$ cat config.mk
export PLATFORM = sky130hd
export DESIGN_NAME = slant_rx_deframer
export DESIGN_NICKNAME = d
export VERILOG_FILES = /design/src/rtl/slant_rx_deframer.sv
export SDC_FILE = /design/constraint.sdc
export NUM_CORES = 1
export LEC_CHECK = 0
export CAP_MARGIN = 20
export CORE_ASPECT_RATIO = 0.7
export CORE_MARGIN = 10
export CORE_UTILIZATION = 54
export CTS_BUF_LIST = sky130_fd_sc_hd__clkbuf_8
export DETAILED_ROUTE_END_ITERATION = 12
export GPL_TIMING_DRIVEN = 0
export PLACE_DENSITY = 0.83
export SYNTH_ARGS = -nofsm -noshare
export SYNTH_HDL_FRONTEND = slang
export SYNTH_SLANG_ARGS = --single-unit
$ cat constraint.sdc
create_clock -name Cclk -period 2.3 [get_ports Cclk]
set_clock_uncertainty 0.2 [all_clocks]
set_input_delay 0.345 -clock Cclk [delete_from_list [all_inputs] [get_ports Cclk]]
set_output_delay 0.345 -clock Cclk [all_outputs]
set_load 0.02 [all_outputs]
$ cat src/rtl/slant_rx_deframer.sv
// slant_rx_deframer: recovers pixel-pair words from a 4-lane symbol stream framed by 24-symbol
// frame markers and 8-symbol line syncs. Optional error/frame statistics: define SLANT_RX_STATS_EN.
module slant_rx_deframer #(
    parameter logic [23:0] FRAME1     = 24'haab155,
    parameter logic [23:0] FRAME0     = 24'haa8d55,
    parameter logic [7:0]  HSYNC      = 8'h55,
    parameter int unsigned LINE_WORDS = 160,
    parameter int unsigned LINES      = 480
) (
    input  logic        Cclk,
    input  logic        rstn,
    input  logic        RxValid,
    input  logic [5:0]  Rx0Data,
    input  logic [5:0]  Rx1Data,
    input  logic [5:0]  Rx2Data,
    input  logic [5:0]  Rx3Data,
    output logic        m_valid,
    output logic [19:0] m_ydata,
    output logic [19:0] m_cdata,
    output logic [8:0]  m_line,
    output logic [6:0]  m_word,
    output logic        FrameStart,
    output logic        FrameOdd,
    output logic        FrameDone,
    output logic        SyncErr,
    output logic [15:0] ErrCount,
    output logic [15:0] FrameCount
);

    localparam logic [7:0] LAST_SYM  = 8'(LINE_WORDS - 1);
    localparam logic [8:0] LAST_LINE = 9'(LINES - 1);

    typedef enum logic [1:0] {
        ST_HUNT  = 2'd0,
        ST_DATA  = 2'd1,
        ST_HSYNC = 2'd2
    } state_t;

    logic [5:0]  w_lane [4];
    logic [3:0]  w_lane_one;
    logic [3:0]  w_lane_zero;
    logic [3:0]  w_lane_hi;
    logic [19:0] w_value;
    logic        w_is_one;
    logic        w_is_zero;
    logic        w_is_bad;
    logic [23:0] w_one_hist_next;
    logic [23:0] w_ctl_hist_next;
    logic        w_mark1;
    logic        w_mark0;
    logic        w_hs_bit;
    logic        w_hs_ok;

    state_t      r_state;
    state_t      w_state_next;
    logic [23:0] r_one_hist;
    logic [23:0] r_ctl_hist;
    logic [7:0]  r_sym_cnt;
    logic [7:0]  w_sym_next;
    logic [2:0]  r_hs_idx;
    logic [2:0]  w_hs_next;
    logic [8:0]  r_line;
    logic [8:0]  w_line_next;
    logic        r_frame_odd;
    logic        w_odd_next;
    logic [19:0] r_y_hold;
    logic        r_m_valid;
    logic        r_frame_start;
    logic        r_frame_done;
    logic        r_sync_err;
    logic [19:0] r_m_ydata;
    logic [19:0] r_m_cdata;
    logic [6:0]  r_m_word;
    logic        w_start;
    logic        w_done;
    logic        w_err;
    logic        w_pair;
    logic        w_y_load;

    assign w_lane[0] = Rx0Data;
    assign w_lane[1] = Rx1Data;
    assign w_lane[2] = Rx2Data;
    assign w_lane[3] = Rx3Data;

    genvar gi;
    generate
        for (gi = 0; gi < 4; gi++) begin : g_lane
            assign w_lane_one[gi]     = (w_lane[gi] == 6'h3f);
            assign w_lane_zero[gi]    = (w_lane[gi] == 6'h00);
            assign w_lane_hi[gi]      = w_lane[gi][5];
            assign w_value[5*gi +: 5] = w_lane[gi][4:0];
        end
    endgenerate

    // A ONE symbol has bit5 set on every lane, so it must be excluded from BAD explicitly.
    assign w_is_one  = &w_lane_one;
    assign w_is_zero = &w_lane_zero;
    assign w_is_bad  = (|w_lane_hi) && !w_is_one;

    assign w_one_hist_next = {r_one_hist[22:0], w_is_one};
    assign w_ctl_hist_next = {r_ctl_hist[22:0], w_is_one | w_is_zero};
    assign w_mark1 = RxValid && (&w_ctl_hist_next) && (w_one_hist_next == FRAME1);
    assign w_mark0 = RxValid && (&w_ctl_hist_next) && (w_one_hist_next == FRAME0);

    assign w_hs_bit = HSYNC[3'd7 - r_hs_idx];
    assign w_hs_ok  = w_hs_bit ? w_is_one : w_is_zero;

    always_comb begin
        w_state_next = r_state;
        w_sym_next   = r_sym_cnt;
        w_hs_next    = r_hs_idx;
        w_line_next  = r_line;
        w_odd_next   = r_frame_odd;
        w_start      = 1'b0;
        w_done       = 1'b0;
        w_err        = 1'b0;
        w_pair       = 1'b0;
        w_y_load     = 1'b0;
        if (RxValid) begin
            if (w_mark1 || w_mark0) begin
                // A completed marker restarts the frame from any state.
                w_start      = 1'b1;
                w_odd_next   = w_mark1;
                w_line_next  = 9'd0;
                w_sym_next   = 8'd0;
                w_state_next = ST_DATA;
            end else begin
                case (r_state)
                    ST_DATA: begin
                        if (w_is_bad || w_is_one) begin
                            w_err        = 1'b1;
                            w_state_next = ST_HUNT;
                        end else begin
                            w_y_load = !r_sym_cnt[0];
                            w_pair   = r_sym_cnt[0];
                            if (r_sym_cnt == LAST_SYM) begin
                                w_sym_next = 8'd0;
                                if (r_line == LAST_LINE) begin
                                    w_done       = 1'b1;
                                    w_state_next = ST_HUNT;
                                end else begin
                                    w_hs_next    = 3'd0;
                                    w_state_next = ST_HSYNC;
                                end
                            end else begin
                                w_sym_next = r_sym_cnt + 8'd1;
                            end
                        end
                    end
                    ST_HSYNC: begin
                        if (!w_hs_ok) begin
                            w_err        = 1'b1;
                            w_state_next = ST_HUNT;
                        end else if (r_hs_idx == 3'd7) begin
                            w_line_next  = r_line + 9'd1;
                            w_sym_next   = 8'd0;
                            w_state_next = ST_DATA;
                        end else begin
                            w_hs_next = r_hs_idx + 3'd1;
                        end
                    end
                    default: begin
                        w_state_next = ST_HUNT;
                    end
                endcase
            end
        end
    end

    always_ff @(posedge Cclk or negedge rstn) begin
        if (!rstn) begin
            r_state       <= ST_HUNT;
            r_one_hist    <= 24'd0;
            r_ctl_hist    <= 24'd0;
            r_sym_cnt     <= 8'd0;
            r_hs_idx      <= 3'd0;
            r_line        <= 9'd0;
            r_frame_odd   <= 1'b0;
            r_y_hold      <= 20'd0;
            r_m_valid     <= 1'b0;
            r_frame_start <= 1'b0;
            r_frame_done  <= 1'b0;
            r_sync_err    <= 1'b0;
            r_m_ydata     <= 20'd0;
            r_m_cdata     <= 20'd0;
            r_m_word      <= 7'd0;
        end else begin
            r_state       <= w_state_next;
            r_sym_cnt     <= w_sym_next;
            r_hs_idx      <= w_hs_next;
            r_line        <= w_line_next;
            r_frame_odd   <= w_odd_next;
            r_m_valid     <= w_pair;
            r_frame_start <= w_start;
            r_frame_done  <= w_done;
            r_sync_err    <= w_err;
            if (RxValid) begin
                r_one_hist <= w_one_hist_next;
                r_ctl_hist <= w_ctl_hist_next;
            end
            if (w_y_load) begin
                r_y_hold <= w_value;
            end
            if (w_pair) begin
                r_m_ydata <= r_y_hold;
                r_m_cdata <= w_value;
                r_m_word  <= r_sym_cnt[7:1];
            end
        end
    end

    assign m_valid    = r_m_valid;
    assign m_ydata    = r_m_ydata;
    assign m_cdata    = r_m_cdata;
    assign m_line     = r_line;
    assign m_word     = r_m_word;
    assign FrameStart = r_frame_start;
    assign FrameOdd   = r_frame_odd;
    assign FrameDone  = r_frame_done;
    assign SyncErr    = r_sync_err;

`ifdef SLANT_RX_STATS_EN
    logic [15:0] r_err_count;
    logic [15:0] r_frame_count;

    // Saturating counters, visible in the same cycle as the pulse they count.
    always_ff @(posedge Cclk or negedge rstn) begin
        if (!rstn) begin
            r_err_count   <= 16'h0000;
            r_frame_count <= 16'h0000;
        end else begin
            if (w_err && (r_err_count != 16'hffff)) begin
                r_err_count <= r_err_count + 16'd1;
            end
            if (w_done && (r_frame_count != 16'hffff)) begin
                r_frame_count <= r_frame_count + 16'd1;
            end
        end
    end

    assign ErrCount   = r_err_count;
    assign FrameCount = r_frame_count;
`else
    assign ErrCount   = 16'h0000;
    assign FrameCount = 16'h0000;
`endif

endmodule

==> results of run 1 <==
-- critical path, stage by stage, from the launching register on --
cell and delay, ns:
dfrtp_1 0.39, ha_1 0.23, and3_1 0.19, nand4_1 0.19, buf_4 0.22, a21boi_0 0.40
o21ai_0 0.22, a32oi_1 0.19
-- kinds of logic after synthesis --
logic type / synth area share
compound gates: 0.0367
xor+xnor: 0.0112
fa+ha+maj: 0.0120
buf+inv: 0.0596
flops: 0.562
mux: 0.129
other cells: 0.000601
simple gates: 0.190
-- layer usage --
| layer | vias up | track usage |
|---|---|---|
| met3 | 23 | 0.0603 |
| met1 | 2379 | 0.244 |
| li1 | 2201 | - |
| met4 | 0 | 0.0536 |
| met2 | 178 | 0.316 |
| met5 | - | 0 |
-- timing repair --
action,CTS,global route
resized for setup,21,22
endpoints found under the setup margin,66,62
pin swaps,3,9
buffers inserted,3,5
endpoints found under the hold margin,55,0
hold buffers,1,0
-- sequential cells by signal, summed over array words and instances, names as in the netlist --
register and flops:
FrameOdd 1, r_hs_idx 3, FrameDone 1, r_one_hist 23, r_y_hold 20, r_sym_cnt 8, m_word 7, m_cdata 20
m_line 9, r_state 2, m_valid 1, SyncErr 1, FrameStart 1, m_ydata 20, r_ctl_hist 23
-- worst paths after layout --
path / end
worst max-delay path: r_state[0]
worst min-delay path: m_cdata[4]
worst max register to register: r_state[0]
worst min register to register: m_ydata[8]
max in group asynchronous: r_sym_cnt[1]
min in group asynchronous: m_cdata[6]
-- where the power goes --
part / internal, mW / switching [mW] / total (mW) / leakage [nW]
registers: 2.72 / 0.192 / 2.91 / 1.88
clock network: 1.02 / 0.968 / 1.99 / 0.191
logic: 0.415 / 0.435 / 0.850 / 1.92
-- cell usage after synthesis, types with 2 or more instances --
library cell / instances
clkbuf_1: 12
nand4_1: 17
o21ai_0: 7
nor3_1: 8
buf_1: 5
nand2b_1: 4
buf_4: 32
nor2_1: 23
xnor2_1: 8
ha_1: 6
o2bb2ai_1: 2
nor2b_1: 4
nand2_1: 157
a22o_1: 2
nor3b_1: 2
nor4_2: 3
dfrtp_1: 140
a21oi_1: 7
buf_2: 6
o31ai_1: 3
o21a_1: 3
mux2_1: 12
inv_2: 2
and2_1: 2
nand3_1: 13
or3_1: 2
mux2i_1: 6
mux2_2: 54
inv_1: 8
nand4b_1: 3
nor4_1: 10
-- through the flow --
stage                     instances  setup TNS (ns)
after floorplan                 611               0
after global placement          850         -679.26
after detailed placement        851          -47.28
after CTS                       884               0
after global routing            889          -0.351
final                           889         -0.0160
-- final cells by class --
cell class	instances	area (sq um)
sequential	140	3500
clock buffer	19	262
multi-input combinational	406	2570
tap	153	191
timing repair buffer	96	982
inverter	10	37.5
buffer	53	340
fill	777	3140
clock inverter	12	139
==> flow_summary.yaml, run 1 <==
status:
  outcome: "finished, violations left"
  violations: "negative setup slack"
floorplan:
  start_util: 0.558
  rows: 32
  fp.coreArea_sq_mm: 0.0112
  die_w_um: 148
  die-area_sq_mm: 0.0163
  die_h_um: 110
  io_pins: 120
layout:
  drive_above_1_share: 0.224
  antenna_cells: 0
  layout_common_cells: "nand2_1 (157), dfrtp_1 (139), clkdlybuf4s50_1 (72)"
  area_delta_synth_final_pct: 28.7
  stdcell_area_sq_mm: 0.00803
  final_core_util: 0.719
  nets: 757
  layout_commonest_cell: "nand2_1"
synthesis:
  synth_cell_types: 48
  syn_inst: 580
  synth_warnings: 0
  synth_flop_cell: "dfrtp_1"
  synth.area.top_cells: "dfrtp_1 (56%), mux2_2 (9.7%), nand2_1 (9.4%), buf_4 (3.9%), mux2_1 (2.2%)"
  synth_largest_area_cell: "dfrtp_1"
  async_flop_share: 1.00
  synth_top_area_frac: 0.562
  syn_area_per_cell_sq_um: 10.8
  synth_seq_cells: 140
  synth.yosys.seq_area_share: 0.562
  syn_area_sq_mm: 0.00624
  synth_edf_count: 0
placement:
  place.port_buffers: 86
  place.gp.congestion: 0.882
  dpl_cell_area_sq_mm: 0.00744
  hpwl_um: 11300
  dp_slack_ns: -0.791
setup_path:
  r2r_cells: 7
  cp-start-kind: "register"
  crit_fanout: 3
  reg2reg_from: "r_sym_cnt[0]"
  worstSetupPathType: "reg -> reg"
  worstPathRequired_ns: 2.45
  crit_start: "r_sym_cnt[0]"
  reg2reg_slack_ns: -0.02
  worstPathArrival_ns: 2.47
  cp-end-kind: "register"
global_routing:
  grt_pass1_wl_um: 25200
  grt_max_degree: 86
  grt_use_total: 0.193
  overflow: 0
  grt_pass1_vias: 4893
  antenna_found_initial: 0
run:
  cap_violations: 0
timing:
  fin_crit_ns: 2.32
  setup_viol: 1
  slew_violations: 0
  fmax_ghz: 0.432
  rsz0062_at_grt: "yes"
  relSlewSlack: 0.616
  worst_pin_slew_ns: 0.576
  final-hold-violation-count: 0
  fin_hold_ws_ns: 0.0491
  timing.final.ws_setup_ns: -0.0160
  period_share: 1.01
drt:
  drt_iter0_drc: 481
  wl_met2_um: 7640
  routed-wl-met3_um: 1190
  via_count: 4781
  drtAntennaViolNets: 0
  drcViolationCount: 0
  highest_layer: "met4"
  wl_met1_um: 6860
  via_per_inst: 5.38
  routed_wl_um: 15900
  routedWlPerCell_um: 17.9
  firstDrtPassIters: 5
hold_path:
  hold_path_class: "in -> reg"
  min_path_cells: 3
  worstHoldStart: "Rx0Data[4]"
clock_tree:
  worstSkewPairLatency_ns: 0.44
  htree_levels: 4
  cts_root_buf: "clkbuf_8"
  cts.reportedPaths.clkPinSlew_ns: 0.08
  clock_sinks: 140
  cts_max_path_buffers: 2
  cts_buffers: 17
  tritoncts: "done"
power_and_ir_drop:
  ir_drop_mv: 0.691
  leakagePower_nw: 4.00
  power.density_mw_per_mm2: 717
  finalPower_mw: 5.75
Power figures use the tool's default switching activity.
==> run 2, diff against run 1 <==
--- a/config.mk
+++ b/config.mk
@@ -13,6 +13,7 @@
 export DETAILED_ROUTE_END_ITERATION = 12
 export GPL_TIMING_DRIVEN = 0
 export PLACE_DENSITY = 0.83
+export SKIP_CTS_REPAIR_TIMING = 1
 export SYNTH_ARGS = -nofsm -noshare
 export SYNTH_HDL_FRONTEND = slang
 export SYNTH_SLANG_ARGS = --single-unit
==> flow_summary.yaml, run 2 (synthesized netlist as in run 1, its figures left out) <==
status:
  outcome: "finished, final reports clean"
layout:
  drive_above_1_share: 0.229
  layout_commonest_cell: "nand2_1"
  n_fill_cell: 755
  stdcell_area_sq_mm: 0.00808
  layout_common_cells: "nand2_1 (157), dfrtp_1 (139), clkdlybuf4s50_1 (72)"
  area_delta_synth_final_pct: 29.6
  nets: 755
  fin_cells: 887
  largestRegisters: "r_ctl_hist: 23 flops, r_one_hist: 23 flops"
  antenna_cells: 0
hold_path:
  hold_path_class: "in -> reg"
  worst_hold_path.endpoint: "m_cdata[3]"
  min_path_cells: 3
  worstHoldStart: "Rx0Data[3]"
setup_path:
  reg2reg_slack_ns: 0.05
  slowest_stage: "clkdlybuf4s50_1"
  worstPathRequired_ns: 2.45
  crit_path_cell_trace: "clkdlybuf4s50_1 > nor4_1 > nand3_1 > a2bb2oi_2 > buf_4 > nand2b_1 > o31ai_2 > mux2i_1"
  worstPathArrival_ns: 2.41
  crit_fanout: 10
  cp-start-kind: "primary input"
  r2r_cells: 7
  worstSetupPathType: "in -> reg"
  critPathMaxStageDelay_ns: 0.53
  reg2reg_from: "r_sym_cnt[0]"
  cp-end-kind: "register"
  r2r-end: "r_hs_idx[0]"
placement:
  place.port_buffers: 86
  dp_cells: 851
  dpl_cell_area_sq_mm: 0.00744
  hpwl_um: 11300
  dp_slack_ns: -0.791
  place.gp.congestion: 0.882
clock_tree:
  clock_sinks: 140
  htree_levels: 4
  cts_root_buf: "clkbuf_8"
  cts_buffers: 17
  cts_max_path_buffers: 2
  worstSkewPairLatency_ns: 0.43
  cts.reportedPaths.clkPinSlew_ns: 0.08
  tritoncts: "done"
timing:
  setup_viol: 0
  final-hold-violation-count: 0
  timing.final.ws_setup_ns: 0.0456
  rsz0062_at_grt: "yes"
  worst_pin_slew_ns: 0.597
  relSlewSlack: 0.602
  slew_violations: 0
  fin_hold_ws_ns: 0.0572
  fin_crit_ns: 2.25
  period_share: 0.980
  setup_tns_ns: 0
  fmax_ghz: 0.444
global_routing:
  grt_use_total: 0.192
  antenna_found_initial: 0
  grt_max_degree: 86
  grt_pass1_wl_um: 25100
  grt_pass1_vias: 4871
  overflow: 0
floorplan:
  rows: 32
  die_w_um: 148
  io_pins: 120
  die-area_sq_mm: 0.0163
  start_util: 0.558
  fp.coreArea_sq_mm: 0.0112
  die_h_um: 110
drt:
  drtAntennaViolNets: 0
  drcViolationCount: 0
  via_per_inst: 5.39
  routedWlPerCell_um: 17.9
  drt_iter0_drc: 542
  firstDrtPassIters: 5
  routed_wl_um: 15900
  via_count: 4782
power_and_ir_drop:
  leakagePower_nw: 4.04
  power.density_mw_per_mm2: 713
  ir_drop_mv: 0.698
run:
  cap_violations: 0
run 2: cell types whose count changed in the layout (fill, tap and decap cells not counted), sizes merged:
cell / delta
buf: -5
clkbuf: +3
dlymetal6s2s: +6
dlygate4sd2: -6
run 2: worst max-delay path by stage:
stage | from | to | slack [ns] | cells past startpoint
6_report | Rx1Data[1] | r_state[1] | 0.05 | 8
2_1_floorplan | Rx3Data[4] | r_sym_cnt[2] | 0.26 | 6
5_1_grt | r_sym_cnt[0] | r_hs_idx[0] | -0.08 | 7
3_3_place_gp | rstn | m_cdata[15] | -4.54 | 1
3_5_place_dp | Rx3Data[2] | m_line[7] | -0.79 | 7
4_1_cts | Rx3Data[2] | m_line[3] | -0.36 | 7
run 2: layout make-up:
class                   instances  area [sq um]  area share
clock inverters                12           139      0.0172
repair buffers                 94           990       0.122
flip-flops and latches        140          3500       0.434
well taps                     153           191      0.0237
clock buffers                  19           262      0.0323
inverters                      10          37.5     0.00464
multi-input cells             406          2610       0.323
plain buffers                  53           348      0.0430
run 2: stage by stage:
stage | util | total power [mW]
floorplan | - | 3.41
global placement | 0.663 | 3.67
detailed placement | 0.666 | 3.74
CTS | 0.702 | 5.71
global route | 0.724 | 6.01
finish | 0.724 | 5.77
run 2: layer usage:
metal,up-vias,wire length [um],global-route usage
li1,2194,-,-
met5,-,0,0
met1,2360,6780,0.244
met4,0,134,0.0621
met2,212,7680,0.313
met3,16,1300,0.0550
run 2: power by group:
group	switching, mW	total, mW	internal [mW]
combinational	0.434	0.859	0.425
sequential	0.199	2.92	2.72
clock	0.964	1.99	1.02
total	1.60	5.77	4.17
run 2: worst max-delay path, delay by kind of cell:
family,cells,cell delay [ns]
AOI/OAI and AO/OA,2,0.41
and+or+nand+nor,3,0.69
buffers and inverters,2,0.74
muxes,1,0.21
==> run 3, diff against run 2 <==
--- a/config.mk
+++ b/config.mk
@@ -8,11 +8,11 @@
 export CAP_MARGIN = 20
 export CORE_ASPECT_RATIO = 0.7
 export CORE_MARGIN = 10
-export CORE_UTILIZATION = 54
+export CORE_UTILIZATION = 58
 export CTS_BUF_LIST = sky130_fd_sc_hd__clkbuf_8
 export DETAILED_ROUTE_END_ITERATION = 12
 export GPL_TIMING_DRIVEN = 0
-export PLACE_DENSITY = 0.83
+export PLACE_DENSITY = 0.88
 export SKIP_CTS_REPAIR_TIMING = 1
 export SYNTH_ARGS = -nofsm -noshare
 export SYNTH_HDL_FRONTEND = slang
==> constraint.sdc (replaced) <==
create_clock -name Cclk -period 2.85 [get_ports Cclk]
set_clock_uncertainty 0.2 [all_clocks]
set_input_delay 0.4275 -clock Cclk [delete_from_list [all_inputs] [get_ports Cclk]]
set_output_delay 0.4275 -clock Cclk [all_outputs]
set_load 0.02 [all_outputs]
==> flow_summary.yaml, run 3 (synthesized netlist as in run 1, its figures left out) <==
status:
  outcome: "finished, final reports clean"
drt:
  firstDrtPassIters: 4
  routedWlPerCell_um: 17.5
  drt_iter0_drc: 387
  drcViolationCount: 0
  via_per_inst: 5.47
  via_count: 4731
  routed_wl_um: 15200
  drtAntennaViolNets: 0
setup_path:
  worstPathRequired_ns: 3.02
  slowest_stage: "clkdlybuf4s50_1"
  worstPathArrival_ns: 2.83
  critPathMaxStageDelay_ns: 0.61
  r2r_cells: 7
  worst-path-buf-inv: 2
  reg2reg_from: "r_state[0]"
  reg2reg_slack_ns: 0.38
  crit_path_cell_trace: "clkdlybuf4s50_1 > nand4_1 > nor4_2 > a2bb2oi_1 > buf_2 > nand2b_1 > o31ai_1 > mux2i_1"
  cpLargestDelayFamily: "buffers and inverters"
  cp-start-kind: "primary input"
  cp-end-kind: "register"
  r2r-end: "m_line[7]"
  crit_fanout: 10
  worstSetupPathType: "in -> reg"
floorplan:
  fp.coreArea_sq_mm: 0.0104
  io_pins: 120
  die_h_um: 107
  die_w_um: 144
  start_util: 0.598
  rows: 31
  die-area_sq_mm: 0.0154
hold_path:
  hold_path_class: "in -> reg"
  min_path_cells: 3
  worstHoldStart: "RxValid"
  worst_hold_path.endpoint: "FrameDone"
placement:
  place.port_buffers: 86
  hpwl_um: 11200
  place.gp.congestion: 0.886
  dpl_cell_area_sq_mm: 0.00741
global_routing:
  grt_pass1_vias: 4775
  antenna_found_initial: 0
  grt_max_degree: 78
  grt_use_total: 0.200
  grt_pass1_wl_um: 24400
  overflow: 0
clock_tree:
  clock_sinks: 140
  tritoncts: "done"
  cts_max_path_buffers: 2
  cts_buffers: 17
  cts_root_buf: "clkbuf_8"
  htree_levels: 4
  cts.reportedPaths.clkPinSlew_ns: 0.08
  worstSkewPairLatency_ns: 0.46
layout:
  antenna_cells: 0
  seq_area_sq_mm: 0.00350
  nets: 753
  area_delta_synth_final_pct: 26.3
  final_core_util: 0.755
  drive_above_1_share: 0.188
  largestRegisters: "r_ctl_hist: 23 flops, r_one_hist: 23 flops"
  layout_common_cells: "nand2_1 (157), dfrtp_1 (140), clkdlybuf4s50_1 (85)"
  multi_input_area_sq_mm: 0.00248
  layout_commonest_cell: "nand2_1"
  n_fill_cell: 653
  stdcell_area_sq_mm: 0.00788
run:
  cap_violations: 0
power_and_ir_drop:
  leakagePower_nw: 3.87
  power.density_mw_per_mm2: 600
  ir_drop_mv: 0.349
timing:
  relSlewSlack: 0.567
  fin_crit_ns: 2.66
  period_share: 0.934
  setup_tns_ns: 0
  rsz0062_at_grt: "no"
  worst_pin_slew_ns: 0.649
  slew_violations: 0
  final-hold-violation-count: 0
  setup_viol: 0
  fmax_ghz: 0.376
## run 3: per-layer routing
layer | part of all wire | up-vias | GRT usage
met5 | 0 | - | 0
met4 | 0.017 | 0 | 0.0734
met3 | 0.075 | 27 | 0.0626
met2 | 0.47 | 168 | 0.311
met1 | 0.44 | 2348 | 0.260
li1 | - | 2188 | -
## run 3: worst max path at each step
stage,startpoint,end,cells after the start
after floorplan,Rx3Data[4],r_sym_cnt[2],6
after global placement,rstn,m_word[1],1
after detailed placement,Rx2Data[3],m_line[3],7
after CTS,Rx2Data[3],m_line[6],7
after global routing,Rx2Data[3],r_state[1],8
final,Rx2Data[3],r_state[1],8
## run 3: worst reg2reg max path: stages, from the launching register on
cell and delay, ns:
dfrtp_1 0.38, inv_1 0.09, ha_1 0.25, clkbuf_1 0.41, nand3_1 0.43, nor4_2 0.39
xnor2_1 0.16, nor2_1 0.06
## run 3: through the flow
stage | hold slack (ns) | power (mW) | setup WS [ns] | cells
6_report | 0.218 | 4.73 | 0.187 | 865
5_1_grt | 0.228 | 4.91 | 0.0677 | 865
4_1_cts | -0.239 | 4.73 | 0.0626 | 862
3_5_place_dp | 0.247 | 3.02 | -0.395 | 830
3_3_place_gp | 0.241 | 2.96 | -4.01 | 829
2_1_floorplan | -0.0681 | 2.75 | 0.731 | 611
## run 3: cell type report
| class | instances | share of cell area |
|---|---|---|
| flip-flops and latches | 140 | 0.445 |
| clock inverters | 15 | 0.0251 |
| repair buffers | 90 | 0.118 |
| well taps | 132 | 0.0210 |
| inverters | 10 | 0.00476 |
| clock buffers | 17 | 0.0297 |
| multi-input cells | 406 | 0.315 |
| plain buffers | 55 | 0.0424 |
## run 3: where the power goes
part           total (mW)  internal, mW  switching, mW
clock network        1.73         0.953          0.782
registers            2.36          2.19          0.168
logic               0.631         0.316          0.314
total                4.73          3.46           1.26
